**src/rtl/skolem_eval_pkg.sv**
```systemverilog
// Shared types for the Skolem SOP evaluator: FSM state encoding and the
// cause codes of a rejected configuration access.
package skolem_eval_pkg;

  typedef enum logic [1:0] {
    IDLE = 2'd0,
    EVAL = 2'd1,
    DONE = 2'd2
  } state_e;

  // Cause of a rejected config access; kept for a future status register.
  localparam logic [1:0] CFG_ERR_NONE = 2'd0;
  localparam logic [1:0] CFG_ERR_BUSY = 2'd1;
  localparam logic [1:0] CFG_ERR_OUT  = 2'd2;
  localparam logic [1:0] CFG_ERR_IDX  = 2'd3;

endpackage

```
**src/rtl/skolem_cube_bank.sv**
```systemverilog
// One output's cube table: MAX_CUBES {valid, mask, val} slots, the used-slot
// count and the complement flag, with a combinational hit lookup.
module skolem_cube_bank #(
  parameter int NUM_IN    = 4,
  parameter int MAX_CUBES = 8,
  parameter int CIDX_W    = $clog2(MAX_CUBES)
) (
  input  logic              clk,
  input  logic              rst_n,
  input  logic              clr_i,
  input  logic              we_i,
  input  logic [CIDX_W-1:0] idx_i,
  input  logic [NUM_IN-1:0] mask_i,
  input  logic [NUM_IN-1:0] val_i,
  input  logic              neg_we_i,
  input  logic              neg_i,
  input  logic [CIDX_W-1:0] rd_idx_i,
  input  logic [NUM_IN-1:0] x_i,
  output logic              hit_o,
  output logic [CIDX_W:0]   count_o,
  output logic              neg_o
);

  logic [MAX_CUBES-1:0] valid_q, valid_d;
  logic [NUM_IN-1:0]    mask_q [MAX_CUBES];
  logic [NUM_IN-1:0]    mask_d [MAX_CUBES];
  logic [NUM_IN-1:0]    val_q  [MAX_CUBES];
  logic [NUM_IN-1:0]    val_d  [MAX_CUBES];
  logic [CIDX_W:0]      count_q, count_d;
  logic                 neg_q, neg_d;
  logic [CIDX_W:0]      idx_ext_s;

  assign idx_ext_s = {1'b0, idx_i};

  // Next-state of the table; clear outranks any write in the same cycle
  always_comb begin
    valid_d = valid_q;
    mask_d  = mask_q;
    val_d   = val_q;
    count_d = count_q;
    neg_d   = neg_q;
    if (clr_i) begin
      valid_d = '0;
      count_d = '0;
      neg_d   = 1'b0;
    end else begin
      if (we_i) begin
        valid_d[idx_i] = 1'b1;
        mask_d[idx_i]  = mask_i;
        val_d[idx_i]   = val_i;
        if (idx_ext_s >= count_q) begin
          count_d = idx_ext_s + (CIDX_W+1)'(1);
        end else begin
          count_d = count_q;
        end
      end else begin
        valid_d = valid_q;
      end
      if (neg_we_i) begin
        neg_d = neg_i;
      end else begin
        neg_d = neg_q;
      end
    end
  end

  // Table storage register with synchronous active-low reset
  always_ff @(posedge clk) begin
    if (!rst_n) begin
      valid_q <= '0;
      count_q <= '0;
      neg_q   <= 1'b0;
      for (int i = 0; i < MAX_CUBES; i++) begin
        mask_q[i] <= '0;
        val_q[i]  <= '0;
      end
    end else begin
      valid_q <= valid_d;
      count_q <= count_d;
      neg_q   <= neg_d;
      mask_q  <= mask_d;
      val_q   <= val_d;
    end
  end

  // An unwritten slot never hits, even though its reset mask is all-don't-care
  assign hit_o   = valid_q[rd_idx_i] &&
                   (((x_i ^ val_q[rd_idx_i]) & mask_q[rd_idx_i]) == '0);
  assign count_o = count_q;
  assign neg_o   = neg_q;

endmodule

```
**src/rtl/skolem_sop_evaluator.sv**
```systemverilog
// Sequential evaluator of run-time loaded sum-of-products Skolem functions:
// one cube index per cycle across all outputs, results over a valid/ready port.
module skolem_sop_evaluator
  import skolem_eval_pkg::*;
#(
  parameter int NUM_IN    = 4,
  parameter int NUM_OUT   = 1,
  parameter int MAX_CUBES = 8,
  parameter int CIDX_W    = $clog2(MAX_CUBES),
  parameter int OIDX_W    = (NUM_OUT > 1) ? $clog2(NUM_OUT) : 1
) (
  input  logic               clk,
  input  logic               rst_n,
  input  logic               cfg_we,
  input  logic [OIDX_W-1:0]  cfg_out,
  input  logic [CIDX_W-1:0]  cfg_idx,
  input  logic [NUM_IN-1:0]  cfg_mask,
  input  logic [NUM_IN-1:0]  cfg_val,
  input  logic               cfg_neg_we,
  input  logic               cfg_neg,
  input  logic               cfg_clear,
  output logic               cfg_err,
  input  logic               in_valid,
  output logic               in_ready,
  input  logic [NUM_IN-1:0]  in_x,
  output logic               out_valid,
  input  logic               out_ready,
  output logic [NUM_OUT-1:0] out_y,
  output logic               busy
);

  state_e               state_q, state_d;
  logic [CIDX_W-1:0]    idx_q, idx_d;
  logic [CIDX_W:0]      maxc_q, maxc_d;
  logic [NUM_IN-1:0]    x_q, x_d;
  logic [NUM_OUT-1:0]   acc_q, acc_d;
  logic [NUM_OUT-1:0]   out_y_q, out_y_d;
  logic                 out_valid_q, out_valid_d;
  logic                 cfg_err_q, cfg_err_d;

  logic                 cfg_any_s;
  logic                 out_bad_s;
  logic                 idx_bad_s;
  logic [1:0]           cfg_cause_s;
  logic                 cfg_ok_s;
  logic                 bank_clr_s;
  logic [NUM_OUT-1:0]   bank_we_s;
  logic [NUM_OUT-1:0]   bank_neg_we_s;
  logic [NUM_OUT-1:0]   hit_s;
  logic [NUM_OUT-1:0]   neg_s;
  logic [CIDX_W:0]      count_s [NUM_OUT];
  logic [CIDX_W:0]      maxc_s;
  logic                 in_ready_s;

  assign cfg_any_s = cfg_we | cfg_neg_we | cfg_clear;
  assign out_bad_s = ({1'b0, cfg_out} >= (OIDX_W+1)'(NUM_OUT));
  assign idx_bad_s = ({1'b0, cfg_idx} >= (CIDX_W+1)'(MAX_CUBES));

  // Classify the config access; anything outside IDLE is refused
  always_comb begin
    cfg_cause_s = CFG_ERR_NONE;
    if (!cfg_any_s) begin
      cfg_cause_s = CFG_ERR_NONE;
    end else if (state_q != IDLE) begin
      cfg_cause_s = CFG_ERR_BUSY;
    end else if (cfg_clear) begin
      cfg_cause_s = CFG_ERR_NONE;
    end else if (out_bad_s) begin
      cfg_cause_s = CFG_ERR_OUT;
    end else if (cfg_we && idx_bad_s) begin
      cfg_cause_s = CFG_ERR_IDX;
    end else begin
      cfg_cause_s = CFG_ERR_NONE;
    end
  end

  assign cfg_ok_s   = cfg_any_s && (cfg_cause_s == CFG_ERR_NONE);
  assign cfg_err_d  = cfg_any_s && (cfg_cause_s != CFG_ERR_NONE);
  assign bank_clr_s = cfg_ok_s && cfg_clear;

  for (genvar j = 0; j < NUM_OUT; j++) begin : g_bank
    assign bank_we_s[j]     = cfg_ok_s && !cfg_clear && cfg_we &&
                              (cfg_out == OIDX_W'(j));
    assign bank_neg_we_s[j] = cfg_ok_s && !cfg_clear && cfg_neg_we &&
                              (cfg_out == OIDX_W'(j));

    skolem_cube_bank #(
      .NUM_IN    (NUM_IN),
      .MAX_CUBES (MAX_CUBES),
      .CIDX_W    (CIDX_W)
    ) u_bank (
      .clk      (clk),
      .rst_n    (rst_n),
      .clr_i    (bank_clr_s),
      .we_i     (bank_we_s[j]),
      .idx_i    (cfg_idx),
      .mask_i   (cfg_mask),
      .val_i    (cfg_val),
      .neg_we_i (bank_neg_we_s[j]),
      .neg_i    (cfg_neg),
      .rd_idx_i (idx_q),
      .x_i      (x_q),
      .hit_o    (hit_s[j]),
      .count_o  (count_s[j]),
      .neg_o    (neg_s[j])
    );
  end

  // Longest table sets how many cube indices one evaluation has to scan
  always_comb begin
    maxc_s = '0;
    for (int j = 0; j < NUM_OUT; j++) begin
      if (count_s[j] > maxc_s) begin
        maxc_s = count_s[j];
      end else begin
        maxc_s = maxc_s;
      end
    end
  end

  assign in_ready_s = rst_n && (state_q == IDLE) && !cfg_any_s;

  // FSM next-state plus idx/acc/result datapath
  always_comb begin
    state_d     = state_q;
    idx_d       = idx_q;
    maxc_d      = maxc_q;
    x_d         = x_q;
    acc_d       = acc_q;
    out_y_d     = out_y_q;
    out_valid_d = out_valid_q;
    case (state_q)
      IDLE: begin
        if (in_valid && in_ready_s) begin
          x_d    = in_x;
          maxc_d = maxc_s;
          acc_d  = '0;
          idx_d  = '0;
          if (maxc_s == '0) begin
            state_d = DONE;
          end else begin
            state_d = EVAL;
          end
        end else begin
          state_d = IDLE;
        end
      end
      EVAL: begin
        acc_d = acc_q | hit_s;
        idx_d = idx_q + CIDX_W'(1);
        if ({1'b0, idx_q} == (maxc_q - (CIDX_W+1)'(1))) begin
          state_d = DONE;
        end else begin
          state_d = EVAL;
        end
      end
      DONE: begin
        out_y_d     = neg_s ^ acc_q;
        out_valid_d = 1'b1;
        if (out_valid_q && out_ready) begin
          out_valid_d = 1'b0;
          state_d     = IDLE;
        end else begin
          state_d = DONE;
        end
      end
      default: begin
        state_d     = IDLE;
        out_valid_d = 1'b0;
      end
    endcase
  end

  // Control and result registers with synchronous active-low reset
  always_ff @(posedge clk) begin
    if (!rst_n) begin
      state_q     <= IDLE;
      idx_q       <= '0;
      maxc_q      <= '0;
      x_q         <= '0;
      acc_q       <= '0;
      out_y_q     <= '0;
      out_valid_q <= 1'b0;
      cfg_err_q   <= 1'b0;
    end else begin
      state_q     <= state_d;
      idx_q       <= idx_d;
      maxc_q      <= maxc_d;
      x_q         <= x_d;
      acc_q       <= acc_d;
      out_y_q     <= out_y_d;
      out_valid_q <= out_valid_d;
      cfg_err_q   <= cfg_err_d;
    end
  end

  assign in_ready  = in_ready_s;
  assign out_valid = out_valid_q;
  assign out_y     = out_y_q;
  assign cfg_err   = cfg_err_q;
  assign busy      = (state_q == EVAL) || (state_q == DONE);

endmodule
```
**config.mk**
```make
export PLATFORM = sky130hd
export DESIGN_NAME = skolem_sop_evaluator
export DESIGN_NICKNAME = d
export VERILOG_FILES = /design/src/rtl/skolem_eval_pkg.sv /design/src/rtl/skolem_cube_bank.sv /design/src/rtl/skolem_sop_evaluator.sv
export SDC_FILE = /design/constraint.sdc
export NUM_CORES = 1
export LEC_CHECK = 0
export BUFFER_PORTS_ARGS = -buffer_cell sky130_fd_sc_hd__buf_2
export CORE_MARGIN = 8
export CORE_UTILIZATION = 60
export DETAILED_ROUTE_END_ITERATION = 12
export PLACE_DENSITY = 0.8
export SYNTH_ARGS = -nofsm -noshare
export SYNTH_HDL_FRONTEND = slang
export SYNTH_SLANG_ARGS = --single-unit
```
**constraint.sdc**
```tcl
create_clock -name clk -period 2.8 [get_ports clk]
set_input_delay 0 -clock clk [delete_from_list [all_inputs] [get_ports clk]]
set_output_delay 0 -clock clk [all_outputs]
set_load 0.02 [all_outputs]
```
### Yosys cells after proc, flatten, opt, wreduce, memory -nomap -nowiden

Index checks and enable logic that the tools add are counted.
W data, S select, Z words.

| cells by class | value |
|---|---|
| $add $sub $neg | 3 |
| $mul | 0 |
| div/mod/pow operators | 0 |
| $lt $le $gt $ge | 9 |
| eq/ne operators | 4 |
| shifts and indexed selects | 0 |
| multiplexer cells | 30 |
| bitwise gates (word level) | 12 |
| reductions and logical operators | 31 |

Operators with widths:

| operator | count |
|---|---|
| $bwmux W32 | 2 |
| $bmux W4 S3 | 2 |
| $mux W4 | 6 |
| $mux W2 | 8 |
| $logic_and A1 B1 Y1 | 15 |
| $demux W4 S3 | 1 |
| $ge A4 B4 Y1 const B | 2 |
| $logic_not A4 Y1 | 2 |
| $lt A3 B4 Y1 const B | 2 |
| $not A3 Y4 | 2 |
| $or A8 B8 Y8 | 1 |
| $reduce_and A2 Y1 | 4 |
| $pmux W2 S3 | 1 |
| $pmux W3 S2 | 1 |
| $reduce_bool A2 Y1 | 3 |
| $add A3 B1 Y4 const B | 1 |
| $and A4 B4 Y4 | 1 |
| $eq A3 B4 Y1 | 1 |
| $ge A3 B4 Y1 | 1 |
| $gt A4 B1 Y1 const B | 1 |
| $logic_not A2 Y1 | 2 |
| $lt A4 B1 Y1 const B | 1 |
| $mux W1 | 4 |
| $pmux W1 S2 | 2 |
| 17 further kinds | 23 |

| word-level totals | value |
|---|---|
| register bits after elaboration | 94 |
| latch bits | 0 |
| memory bits (writable) | 0 |
| bits in read-only memories | 0 |
| input port bits | 24 |
| output and inout port bits | 5 |
| word-level logic and storage cells | 116 |
| memories | 0 |

### Depth between registers and ports, before layout

| logic depth | value |
|---|---|
| depth in word-level cells | 11 |
| depth in mapped cells | 10 |

### Hierarchy

A second synthesis with hierarchy kept.

| second synthesis, totals | value |
|---|---|
| cell total of the unflattened synthesis | 476 |
| area total of the unflattened synthesis | 4623.2 um^2 |

By module, submodules not included:

| module | times used | cells an instance | area each (um^2) |
|---|---|---|---|
| skolem_cube_bank | 1 | 373 | 3723.6 |
| skolem_sop_evaluator | 1 | 103 | 899.6 |

### Worst setup path before layout

No wires, ideal clock.

| path | value |
|---|---|
| path type | reg-to-reg |
| start point | register state_q[0] |
| end point | register g_bank[0].u_bank.count_q[0] |
| library setup time | 0.128 ns |
| data arrival time | 1.711 ns |
| data required time | 2.672 ns |
| path slack | 0.961 ns |
| cell stages (with the launch flop) | 10 |
| period minus slack after synthesis | 1.839 ns |
| cells stage by stage | dfxtp_1 > inv_1 > ha_1 > and2b_1 > and3_1 > buf_4 > or3b_1 > buf_2 > mux2i_1 > nor2_1 |

| between the ends | value |
|---|---|
| word-level cells in the longest chain between the ends | 9 |
| elaborated cells between the ends (all ways) | 11 |

Ends and longest elaborated chain:

| item | line | source |
|---|---|---|
| start: declaration | skolem_sop_evaluator.sv:32 | `state_e state_q, state_d;` |
| start signal: assignment | skolem_sop_evaluator.sv:186 | `state_q <= state_d;` |
| $reduce_bool A2 Y1 (*) | skolem_sop_evaluator.sv:64 | `end else if (state_q != IDLE) begin` |
| $mux W2 (*) | skolem_sop_evaluator.sv:64 |  |
| $mux W2 (*) | skolem_sop_evaluator.sv:62 | `if (!cfg_any_s) begin` |
| $logic_not A2 Y1 (*) | skolem_sop_evaluator.sv:77 | `assign cfg_ok_s = cfg_any_s && (cfg_cause_s == CFG_ERR_NONE);` |
| $logic_and A1 B1 Y1 (*) | skolem_sop_evaluator.sv:77 |  |
| $logic_and A1 B1 Y1 (3 in a row) | skolem_sop_evaluator.sv:82 | `assign bank_we_s[j] = cfg_ok_s && !cfg_clear && cfg_we &&` |
| $reduce_and A2 Y1 (no source line) | - |  |
| end signal: assignment | skolem_cube_bank.sv:79 | `count_q <= count_d;` |
| end: declaration | skolem_cube_bank.sv:29 | `logic [CIDX_W:0] count_q, count_d;` |

Every way passes the cells marked *; elsewhere a longest branch is shown, timed or not.
A chain may end at the register's enable or synchronous reset.

### Worst setup path in the final report

| path | value |
|---|---|
| start point | register state_q[1] |
| end point | register g_bank[0].u_bank.val_q[11] in the netlist's numbering |

| between the ends | value |
|---|---|
| word-level cells in the longest chain between the ends | 9 |
| elaborated cells between the ends (all ways) | 11 |

Ends and longest elaborated chain:

| item | line | source |
|---|---|---|
| $reduce_bool A2 Y1 (*) | skolem_sop_evaluator.sv:64 |  |
| $mux W2 (*) | skolem_sop_evaluator.sv:64 |  |
| $mux W2 (*) | skolem_sop_evaluator.sv:62 |  |
| $logic_not A2 Y1 (*) | skolem_sop_evaluator.sv:77 |  |
| $logic_and A1 B1 Y1 (*) | skolem_sop_evaluator.sv:77 |  |
| $logic_and A1 B1 Y1 (3 in a row) | skolem_sop_evaluator.sv:82 |  |
| $reduce_and A2 Y1 (no source line) (*) | - |  |
| end signal: assignment | skolem_cube_bank.sv:82 | `val_q <= val_d;` |
| end: declaration | skolem_cube_bank.sv:27 | `logic [NUM_IN-1:0] val_q [MAX_CUBES];` |

Marks and branches as above.

==> impl_metrics.sql <==
INSERT INTO impl_metrics (metric_group, metric, value, unit) VALUES
('status', 'outcome', 'completed', ''),
('clock_tree', 'clock_insertion_delay_at_the_later_pin_of_the_skew_report', '0.36', 'ns'),
('global_routing', 'grt_use_total', '0.1795', ''),
('yosys', 'synth.yosys.seq_area_share', '0.4066', ''),
('drt', 'detail_route.wl_per_cell', '16.18', 'um'),
('clock_tree', 'cts_made_buffers', '9', ''),
('sta', 'timing.max_slew.rel_slack', '0.5739', ''),
('layout', 'insertedDiodeCount', '0', ''),
('sta', 'timing.final.max_slew_violations', '0', ''),
('drt', 'drt_drc_violations_left', '0', ''),
('die', 'design.core.area', '0.007607', 'mm^2'),
('sta', 'rsz_0062_raised_after_global_routing', 'no', ''),
('die', 'dieHeight', '103.8', 'um'),
('drt', 'finalWirelength', '9.690', 'mm'),
('global_routing', 'grt_max_degree', '75', ''),
('die', 'chipWidth', '103.8', 'um'),
('power', 'power.static_leakage', '2.048', 'nW'),
('worst_setup_path', 'worst-path-max-fanout', '7', ''),
('die', 'initial_utilization', '0.6084', ''),
('sta', 'setup_slack', '0.4771', 'ns'),
('place', 'dp_hpwl', '6.921', 'mm'),
('worst_setup_path', 'startpoint_type', 'flop', ''),
('clock_tree', 'clockBufferDepth', '2', ''),
('yosys', 'number_of_enable_type_register_cells_in_the_synthesized_netlist', '0', ''),
('clock_tree', 'number_of_h_tree_levels', '3', ''),
('yosys', 'synth_async_sr_flop_share', '0', ''),
('sta', 'hold_viol', '0', ''),
('sta', 'worst_clock_skew', '0.01004', 'ns'),
('clock_tree', 'cts_tree', 'done', ''),
('drt', 'drt-initial-drc-count', '149', ''),
('drt', 'dr.pass1.iters', '4', ''),
('yosys', 'syn_nets', '506', ''),
('layout', 'syn2layout_area_growth', '9.597', '%'),
('yosys', 'yosys_warnings', '0', ''),
('yosys', 'syn-mean-instance-area', '9.805', 'um^2'),
('place', 'gp_congestion', '0.8633', ''),
('yosys', 'mappedNetlistArea', '0.004628', 'mm^2'),
('die', 'rows', '32', ''),
('drt', 'detail-route-antenna-nets', '0', ''),
('yosys', 'yosys_most_used_dff', 'sky130_fd_sc_hd__dfxtp_1', ''),
('worst_setup_path', 'crit_required', '3.05', 'ns'),
('place', 'io_buffer_count', '28', ''),
('worst_setup_path', 'critPathKind', 'flop to flop', ''),
('layout', 'drive_gt1_frac', '0.1408', ''),
('sta', 'transition_time_of_the_tightest_slew_check_pin', '0.6374', 'ns'),
('global_routing', 'antenna_violations_before_repair', '0', ''),
('clock_tree', 'clkTransAtPathRegs', '0.10', 'ns'),
('power', 'vdd.ir_drop.worst', '0.2634', 'mV'),
('layout', 'num-nets-final', '526', ''),
('global_routing', 'grt_first_pass_wirelength', '15.93', 'mm'),
('global_routing', 'grt.overflow.total', '0', ''),
('sta', 'timing.final.crit_period', '2.323', 'ns'),
('worst_setup_path', 'crit_arrival', '2.58', 'ns'),
('sta', 'max_clk_rate', '0.4305', 'GHz'),
('min_path', 'min-delay-path-class', 'input pin to flop', ''),
('clock_tree', 'post_cts_resized', '0', ''),
('global_routing', 'first_global_vias', '3221', ''),
('worst_setup_path', 'critPathCaptureType', 'flop', ''),
('yosys', 'post_synth_inst_count', '472', ''),
('sta', 'timing.setup.tns', '0', 'ns'),
('run', 'timing.max_cap.violations', '0', ''),
('sta', 'report.final.setup_viol', '0', ''),
('yosys', 'synth.ff_latch_count', '94', ''),
('place', 'post-place-ws', '0.5313', 'ns'),
('layout', 'num-fill-cells', '600', ''),
('clock_tree', 'cts.sinks', '94', ''),
('yosys', 'ys_types', '53', ''),
('die', 'die_area', '0.01078', 'mm^2'),
('sta', 'finalCritPeriodShare', '0.8296', ''),
('drt', 'via_count', '3323', ''),
('clock_tree', 'cts_root_buffer', 'sky130_fd_sc_hd__clkbuf_8', ''),
('die', 'boundaryPins', '29', ''),
('drt', 'post_drt_via_cell_ratio', '5.548', ''),
('power', 'power_per_unit_of_standard_cell_area', '460.8', 'mW/mm^2');
## synth_stat cells (all sizes together) (2+ instances only)
cell	n	area share
mux2	2	0.0049
o21ai	7	0.0076
and3	2	0.0027
mux2i	79	0.17
nor2b	74	0.10
o31ai	2	0.0043
nand3b	5	0.0081
a21boi	4	0.0065
nand3	12	0.013
nor3b	3	0.0070
and3b	3	0.0057
nand2b	3	0.0041
buf	17	0.023
mux4	6	0.029
a31oi	2	0.0027
clkbuf	23	0.019
nor2	24	0.021
a21oi	11	0.012
a211oi	2	0.0043
or3	2	0.0027
nand4	6	0.0081
and2	2	0.0027
nand2	16	0.015
ha	10	0.027
dfxtp	94	0.41
inv	18	0.015
a21o	2	0.0032
nor3	2	0.0022
nand4b	3	0.0057
o311ai	3	0.0057
o211ai	3	0.0049
a22oi	2	0.0032
xor2	12	0.023
xnor2	4	0.0076
## state kept, by name, summed over array words and instances, names as in the netlist
name	cells
g_bank.u_bank.neg_o	1
out_valid	1
cfg_err	1
acc_q	1
out_y	1
g_bank.u_bank.count_o	4
g_bank.u_bank.mask_q	32
g_bank.u_bank.val_q	32
idx_q	3
g_bank.u_bank.valid_q	8
x_q	4
state_q	2
maxc_q	4
## per-stage QoR
| step | hold WS (ns) | std cells | utilization | power (mW) | instance area (um^2) |
|---|---|---|---|---|---|
| 3_3_place_gp | 0.2490 | 573 | 0.6298 | 1.516 | 4791 |
| 4_1_cts | 0.01211 | 599 | 0.6668 | 2.349 | 5072 |
| 5_1_grt | 0.006292 | 599 | 0.6668 | 2.431 | 5072 |
| 6_report | 0.01234 | 599 | 0.6668 | 2.337 | 5072 |
| 3_5_place_dp | 0.2598 | 573 | 0.6298 | 1.519 | 4791 |
| 2_1_floorplan | 0.1439 | 472 | - | 1.477 | 4628 |
## layout by cell type, fill, tap and decap left out, drive strengths merged, types with 4 or more instances in the layout
cell type,count
nand2,16
clkbuf,9
xnor2,4
inv,21
xor2,12
o21ai,7
nand4,6
dfxtp,94
mux2i,79
nand3b,5
nor2b,74
nor2,24
mux4,6
a21oi,11
buf,39
nand3,12
a21boi,4
dlygate4sd3,10
ha,10
## logic make-up after synthesis
| group | share of synthesized area |
|---|---|
| compound gates | 0.07245 |
| xor+xnor | 0.03028 |
| fa+ha+maj | 0.02703 |
| buf+inv | 0.05623 |
| flops | 0.4066 |
| mux | 0.2049 |
| simple gates | 0.2025 |
## path summary, 6_finish.rpt
check | to | cells past startpoint | from | slack, ns
min | g_bank[0].u_bank.neg_o | 4 | cfg_neg_we | 0.01
min reg2reg | g_bank[0].u_bank.valid_q[5] | 2 | g_bank[0].u_bank.valid_q[5] | 0.46
max | g_bank[0].u_bank.val_q[11] | 8 | state_q[1] | 0.48
max reg2reg | g_bank[0].u_bank.val_q[11] | 8 | state_q[1] | 0.48
## what timing repair did
| item | 4_1_cts | 5_1_grt |
|---|---|---|
| hold buffers | 10 | 0 |
| setup buffers | 0 | 0 |
| endpoints found under the setup margin | 0 | 0 |
| endpoints found under the hold margin | 12 | 0 |
## per-layer routing
metal / track usage / vias up / part of all wire
met2: 0.2961 / 64 / 0.47
met3: 0.04647 / 11 / 0.050
met4: 0.05171 / 0 / 0.013
li1: - / 1653 / -
met5: 0 / - / 0
met1: 0.2254 / 1595 / 0.47
## where the power goes
part | internal (mW) | total (mW) | switching, mW
Combinational | 0.0663 | 0.146 | 0.0801
Clock | 0.334 | 0.837 | 0.504
Sequential | 1.35 | 1.35 | 0.00734
## worst max-delay path, stage by stage, from the launching register on
cell and delay, ns:
sky130_fd_sc_hd__dfxtp_1 0.35, sky130_fd_sc_hd__inv_1 0.09, sky130_fd_sc_hd__ha_1 0.27, sky130_fd_sc_hd__and2b_1 0.21
sky130_fd_sc_hd__and3_1 0.33, sky130_fd_sc_hd__nand4b_1 0.42, sky130_fd_sc_hd__buf_4 0.32, sky130_fd_sc_hd__mux2i_1 0.16
sky130_fd_sc_hd__nor2b_1 0.06
## layout make-up
type | count | area [um^2] | share of cell area
clock inverters | 7 | 57.56 | 0.01135
well taps | 102 | 127.6 | 0.02516
flip-flops and latches | 94 | 1882 | 0.3710
multi-input cells | 320 | 2491 | 0.4911
repair buffers | 49 | 322.8 | 0.06364
clock buffers | 9 | 123.9 | 0.02442
inverters | 18 | 67.56 | 0.01332
(Power assumes the default switching activity.)
